===== config.mk =====
export PLATFORM = sky130hd
export DESIGN_NAME = tt_um_delta_decoder_flat
export DESIGN_NICKNAME = d
export VERILOG_FILES = /design/src/rtl/tt_um_delta_decoder_pkg.sv /design/src/rtl/tt_um_delta_decoder_if.sv /design/src/rtl/tt_um_delta_decoder_fifo.sv /design/src/rtl/tt_um_delta_decoder.sv /design/src/flat_wrapper.sv
export SDC_FILE = /design/constraint.sdc
export NUM_CORES = 1
export LEC_CHECK = 0
export ABC_AREA = 1
export ABC_CLOCK_PERIOD_IN_PS = 1800
export BUFFER_PORTS_ARGS = -buffer_cell sky130_fd_sc_hd__buf_2
export CAP_MARGIN = 20
export CORE_ASPECT_RATIO = 0.75
export CORE_MARGIN = 2
export CORE_UTILIZATION = 28
export CTS_BUF_LIST = sky130_fd_sc_hd__clkbuf_16
export DETAILED_ROUTE_END_ITERATION = 12
export GPL_ROUTABILITY_DRIVEN = 0
export GPL_TIMING_DRIVEN = 1
export PLACE_DENSITY = 0.54
export SYNTH_ARGS = -nofsm -noshare
export SYNTH_HDL_FRONTEND = slang
export SYNTH_SLANG_ARGS = --single-unit

===== constraint.sdc =====
create_clock -name clk -period 1.8 [get_ports clk]
set_input_delay 0.27 -clock clk [delete_from_list [all_inputs] [get_ports clk]]
set_output_delay 0.27 -clock clk [all_outputs]
set_load 0.005 [all_outputs]

===== src/rtl/tt_um_delta_decoder_pkg.sv =====
// Shared constants and types for the delta decoder: uio bit map, oe mask,
// decoder state encoding and default queue depth.
package tt_delta_pkg;
  localparam int IN_VALID  = 0;
  localparam int LOAD      = 1;
  localparam int OUT_READY = 2;
  localparam int IN_READY  = 4;
  localparam int OUT_VALID = 5;
  localparam int OVF       = 6;
  localparam int SEEDED    = 7;

  localparam logic [7:0] UIO_OE_MASK = 8'hF0;
  localparam int DEFAULT_FIFO_DEPTH  = 4;

  typedef enum logic {UNSEEDED, RUN} dec_state_t;
endpackage


===== src/rtl/tt_um_delta_decoder_if.sv =====
// Tiny Tapeout pin bundle: data inputs, bidir handshake pins and outputs.
interface tt_delta_if;
  logic [7:0] ui_in;
  logic [7:0] uio_in;
  logic [7:0] uo_out;
  logic [7:0] uio_out;
  logic [7:0] uio_oe;

  modport master (output ui_in, uio_in, input uo_out, uio_out, uio_oe);
  modport slave  (input ui_in, uio_in, output uo_out, uio_out, uio_oe);
endinterface


===== src/rtl/tt_um_delta_decoder_fifo.sv =====
// Circular-buffer FIFO with wrap-bit pointers; storage is intentionally unreset,
// the consumer masks dout while empty.
module delta_fifo #(
  parameter int WIDTH = 8,
  parameter int DEPTH = 4
) (
  input  logic             clk,
  input  logic             rst_n,
  input  logic             push,
  input  logic             pop,
  input  logic [WIDTH-1:0] din,
  output logic [WIDTH-1:0] dout,
  output logic             full,
  output logic             empty
);
  localparam int AW = $clog2(DEPTH);

  logic [AW:0]      wr_ptr_q, wr_ptr_d;
  logic [AW:0]      rd_ptr_q, rd_ptr_d;
  logic [WIDTH-1:0] mem_q [DEPTH];

  always_comb begin
    wr_ptr_d = wr_ptr_q;
    rd_ptr_d = rd_ptr_q;
    if (push) wr_ptr_d = wr_ptr_q + 1'b1;
    if (pop)  rd_ptr_d = rd_ptr_q + 1'b1;
  end

  always_ff @(posedge clk or negedge rst_n) begin
    if (!rst_n) begin
      wr_ptr_q <= '0;
      rd_ptr_q <= '0;
    end else begin
      wr_ptr_q <= wr_ptr_d;
      rd_ptr_q <= rd_ptr_d;
    end
  end

  always_ff @(posedge clk) begin
    if (push) mem_q[wr_ptr_q[AW-1:0]] <= din;
  end

  // Same index bits with opposite wrap bits means the writer lapped the reader.
  assign full  = (wr_ptr_q[AW] != rd_ptr_q[AW]) && (wr_ptr_q[AW-1:0] == rd_ptr_q[AW-1:0]);
  assign empty = (wr_ptr_q == rd_ptr_q);
  assign dout  = mem_q[rd_ptr_q[AW-1:0]];
endmodule


===== src/rtl/tt_um_delta_decoder.sv =====
// Delta decoder top: seed/delta accumulator, seeding FSM, sticky wrap flag,
// output queue and Tiny Tapeout pin packing.
module tt_um_delta_decoder
  import tt_delta_pkg::*;
#(
  parameter int FIFO_DEPTH = DEFAULT_FIFO_DEPTH
) (
  input  logic       clk,
  input  logic       rst_n,
  input  logic       ena,
  tt_delta_if.slave  bus
);
  dec_state_t state_q, state_d;
  logic [7:0] acc_q, acc_d;
  logic       ovf_q, ovf_d;
  logic       push, pop, full, empty;
  logic       in_ready, out_valid, acc_fire;
  logic [7:0] push_data, fifo_dout;
  logic [9:0] sum_w;

  logic in_valid, load, out_ready;
  assign in_valid  = bus.uio_in[IN_VALID];
  assign load      = bus.uio_in[LOAD];
  assign out_ready = bus.uio_in[OUT_READY];

  logic unused_ok;
  assign unused_ok = &{1'b0, bus.uio_in[7:3]};

  assign in_ready  = !full;
  assign out_valid = !empty;
  assign acc_fire  = ena & in_valid & in_ready;
  assign pop       = ena & out_valid & out_ready;

  // 10-bit signed view: any bit above 7 set means the true sum left 0..255.
  assign sum_w = {2'b00, acc_q} + {{2{bus.ui_in[7]}}, bus.ui_in};

  always_comb begin
    state_d   = state_q;
    acc_d     = acc_q;
    ovf_d     = ovf_q;
    push      = 1'b0;
    push_data = bus.ui_in;
    if (acc_fire) begin
      if (load) begin
        acc_d   = bus.ui_in;
        ovf_d   = 1'b0;
        push    = 1'b1;
        state_d = RUN;
      end else if (state_q == RUN) begin
        acc_d     = sum_w[7:0];
        push_data = sum_w[7:0];
        push      = 1'b1;
        if (sum_w[9:8] != 2'b00) ovf_d = 1'b1;
      end
    end
  end

  always_ff @(posedge clk or negedge rst_n) begin
    if (!rst_n) begin
      state_q <= UNSEEDED;
      acc_q   <= '0;
      ovf_q   <= 1'b0;
    end else begin
      state_q <= state_d;
      acc_q   <= acc_d;
      ovf_q   <= ovf_d;
    end
  end

  delta_fifo #(.WIDTH(8), .DEPTH(FIFO_DEPTH)) u_fifo (
    .clk   (clk),
    .rst_n (rst_n),
    .push  (push),
    .pop   (pop),
    .din   (push_data),
    .dout  (fifo_dout),
    .full  (full),
    .empty (empty)
  );

  assign bus.uo_out  = empty ? 8'h00 : fifo_dout;
  assign bus.uio_out = {(state_q == RUN), ovf_q, out_valid, in_ready, 4'b0000};
  assign bus.uio_oe  = UIO_OE_MASK;
endmodule


===== src/flat_wrapper.sv =====
// flat-port wrapper written by rule: the top's interface ports become plain ports
module tt_um_delta_decoder_flat import tt_delta_pkg::*;
#(
  parameter int FIFO_DEPTH = DEFAULT_FIFO_DEPTH
)
  (clk, rst_n, ena, bus_ui_in, bus_uio_in, bus_uo_out, bus_uio_out, bus_uio_oe);
  tt_delta_if bus_i ();
  input  logic clk;
  input  logic rst_n;
  input  logic ena;
  input wire logic [$bits(bus_i.ui_in)-1:0] bus_ui_in;
  input wire logic [$bits(bus_i.uio_in)-1:0] bus_uio_in;
  output wire logic [$bits(bus_i.uo_out)-1:0] bus_uo_out;
  output wire logic [$bits(bus_i.uio_out)-1:0] bus_uio_out;
  output wire logic [$bits(bus_i.uio_oe)-1:0] bus_uio_oe;
  assign bus_i.ui_in = bus_ui_in;
  assign bus_i.uio_in = bus_uio_in;
  assign bus_uo_out = bus_i.uo_out;
  assign bus_uio_out = bus_i.uio_out;
  assign bus_uio_oe = bus_i.uio_oe;
  tt_um_delta_decoder #(.FIFO_DEPTH(FIFO_DEPTH)) u_core (.clk(clk), .rst_n(rst_n), .ena(ena), .bus(bus_i));
endmodule

==> key figures <==
Critical path
  – Crit end category: register
  – Reg2reg path depth: 12
  – Reg-to-Reg Start: u_core.acc_q[0]$_DFFE_PN0P_
  – Worst endpoint data arrival time: between 1500 and 2000 ps
  – CP Launch Type: register
  – CP required: around 1800 ps
  – Reg2reg end: u_core.u_fifo.mem_q[1][6]$_DFFE_PP_
  – WS Path Type: reg -> reg
  – Critical path fanouts, max: 4
  – Worst R2R Setup Slack: -40 ps

STA
  – Fmax: 543 MHz
  – Final hold viol count: 0
  – Max transition margin: 0.659
  – Worst setup skew after layout: 9.06 ps
  – Final setup violation count: 12
  – Slew Viols, Final: 0
  – Worst Setup Slack, final: -42.6 ps
  – Final hold slack: 292 ps
  – Worst-Margin Slew: ~500 ps
  – RSZ-0062 raised after global routing: true
  – Crit share post-route: 1.02
  – Fin crit period: 1840 ps

Global routing
  – Initial antenna violation count: 0
  – First-pass GRT wire length: between 10000 and 15000 um
  – Global-route usage over all layers: 0.126
  – Largest net degree at the start of global routing: 19
  – Gr ovfl total: 0
  – Vias in the first global route: 2208

Detailed routing
  – DR WL/cell: 13.6 um
  – DRT iter0 DRCs: 110
  – WL final: 6980 um
  – # DRC: 0
  – Post-route antenna net violation count: 0
  – DR pass1 iterations: 4
  – Routed via count: 2253
  – Vias/cell: 4.37

Worst hold path
  – Hold Crit Depth: 3
  – Hold path start: bus_uio_in[2]
  – Worst min path class: in -> reg
  – Hold Path End: u_core.u_fifo.rd_ptr_q[2]$_DFFE_PN0P_

Die
  – Starting Density: 0.293
  – DIE AREA: about 11000 um^2
  – Die Height: 91.7 um
  – Die Wd: 121 um
  – Std cell rows: 31
  – IO Pins: 43
  – Core area: slightly below 10000 um^2

Synth
  – Synth warn: 0
  – Synth unique cells: 38
  – Mux cell area share after synthesis: 0
  – Mapped Cells: approximately 320
  – Count leader, synth: nand2_1
  – Post-synth EDFFs: 32
  – Mean area per synthesized cell: 9.12 um^2
  – Largest area contributor in the netlist: edfxtp_1
  – Yosys top cell area share: 0.335
  – Xor and xnor fraction of the mapped netlist area: 0.0357
  – Synth Area in Compound Gates: 0.108
  – Main combinational cell family by area after synthesis: simple AND/OR/NAND/NOR gates
  – Main synth FF type: edfxtp_1
  – Main area contributors after synthesis: edfxtp_1 (33%), dfrtp_1 (14%), nand2_1 (7.7%), ha_1 (6.1%), inv_1 (5.5%)
  – Synth top cells by count: nand2_1 (59), inv_1 (42), nor2_1 (36), edfxtp_1 (32), o21ai_0 (20)
  – Ys async rst share: 0.333
  – Flops & latches, synth: 48
  – Post-Synth Adder-Cell Area: 0.0680
  – Syn Std Cell Area: 2870 um^2
  – Sequential element share of the synthesized area: 0.474
  – Simple-gate share of the synthesized area: 0.187

Power
  – Peak VDD IR: roughly 530 uV
  – Total power density per cell area: 1660 nW/um^2
  – Leakage: between 0.0015 and 0.002 uW
  – Total power: 6470 uW

Clock tree
  – CTS max path bufs: 2
  – H-tree depth: 2
  – Clock latency on the worst-skew pair: 290 ps
  – CTS tree: done
  – CTS Buf Count: 5
  – Sink Count: 48
  – Clock slew at reported path FFs: 70 ps
  – Clock root buffer: clkbuf_16

Placement
  – Dpl cell area: 3270 um^2
  – IO buf count: 25
  – DPL Wire Length: between 4000 and 5000 um
  – Dpl cells: 490
  – Setup Slack @ Placement: -174 ps

Finish
  – Area growth syn-to-layout: 35.5%
  – Finished Layout Cells: 515
  – Design area: about 3900 um^2
  – Layout cell share with drive strength beyond 1: 0.392
  – Total Nets Final: 416
  – ANT cells: 0

Status
  – Failing checks: negative setup slack
  – Status: finished, violations left

Flow run
  – Max-Cap Viols: 0
[cell type report]
class                           count  area (um^2)
Fill cell                         974         5920
Multi-Input combinational cell    207         1450
Sequential cell                    48         1360
Timing Repair Buffer               74          546
Inverter                           45          186
Tap cell                          132          165
Clock buffer                        5          125
Clock inverter                      3         46.3
Timing Repair inverter              1         6.26
[cells in the final DEF, fill, tap and decap left out, types with 7 or more instances in the layout]
cell type	instances
dfrtp_1	15
buf_2	25
nand3_1	8
buf_4	37
nand2_2	12
nand2_1	51
o21ai_1	8
conb_1	12
o21ai_0	13
edfxtp_1	32
inv_1	40
nor2_1	26
ha_1	11
nor2_2	7
buf_6	10
[repair_timing]
| action | in CTS | in global routing |
|---|---|---|
| endpoints found under the hold margin | 16 | 0 |
| endpoints found under the setup margin | 26 | 45 |
| gates cloned | 1 | 1 |
| setup buffers | 9 | 5 |
| pin swaps | 9 | 12 |
| gates resized for setup | 29 | 50 |
| hold buffers | 1 | 0 |
[worst max path at each step]
| stage | start | end |
|---|---|---|
| 3_3_place_gp | bus_ui_in[0] | u_core.u_fifo.mem_q[2][6]$_DFFE_PP_ |
| 4_1_cts | u_core.acc_q[0]$_DFFE_PN0P_ | u_core.u_fifo.mem_q[1][6]$_DFFE_PP_ |
| 5_1_grt | u_core.acc_q[0]$_DFFE_PN0P_ | u_core.u_fifo.mem_q[1][6]$_DFFE_PP_ |
| 6_report | u_core.acc_q[0]$_DFFE_PN0P_ | u_core.u_fifo.mem_q[1][6]$_DFFE_PP_ |
| 3_5_place_dp | bus_ui_in[0] | u_core.u_fifo.mem_q[0][6]$_DFFE_PP_ |
| 2_1_floorplan | u_core.u_fifo.rd_ptr_q[0]$_DFFE_PN0P_ | u_core.u_fifo.mem_q[0][0]$_DFFE_PP_ |
[power breakdown]
part           switching (uW)  internal [uW]  leakage [uW]
clock                     423            660     0.0000804
combinational            1980           1760       0.00119
sequential                169           1480      0.000478
[kinds of logic (layout without fill, tap and decap cells)]
family	Yosys count	in the layout
AO/OA/AOI/OAI	50	50
XOR/XNOR	10	10
adder cells (fa/ha/maj)	15	15
buffers and inverters	70	128
flip-flops	48	48
other	2	12
AND/OR/NAND/NOR	120	120
[registers in the layout, indices dropped and copies added (netlist names)]
signal and count:
u_core.u_fifo.mem_q 32, u_core.acc_q 8, u_core.u_fifo.rd_ptr_q 3, u_core.u_fifo.wr_ptr_q 3
u_core.ovf_q 1, u_core.state_q 1
[critical path: stages, from the launching register on]
cell and delay (ps):
dfrtp_1 350, ha_2 190, inv_2 40, fa_2 350, inv_2 60, nand2_2 40
nand2_2 80, and2_4 160, a21oi_2 50, nand2_1 70, nand2_2 70, nand2_2 60
nand2_2 70
[per-layer routing]
metal / wire length (um) / vias to the layer above / GRT usage
met3: 273 / 9 / 0.0261
met2: 3260 / 38 / 0.207
met5: 0 / - / 0
met4: 97 / 0 / 0.0359
li1: - / 1128 / -
met1: 3350 / 1078 / 0.167
[through the flow]
stage,utilization,setup TNS [ps]
after floorplan,-,-2560
after detailed placement,0.334,-2380
after CTS,0.370,-227
after global routing,0.396,-2290
after global placement,0.334,-2120
final,0.396,-247
Power figures use the tool's default switching activity.
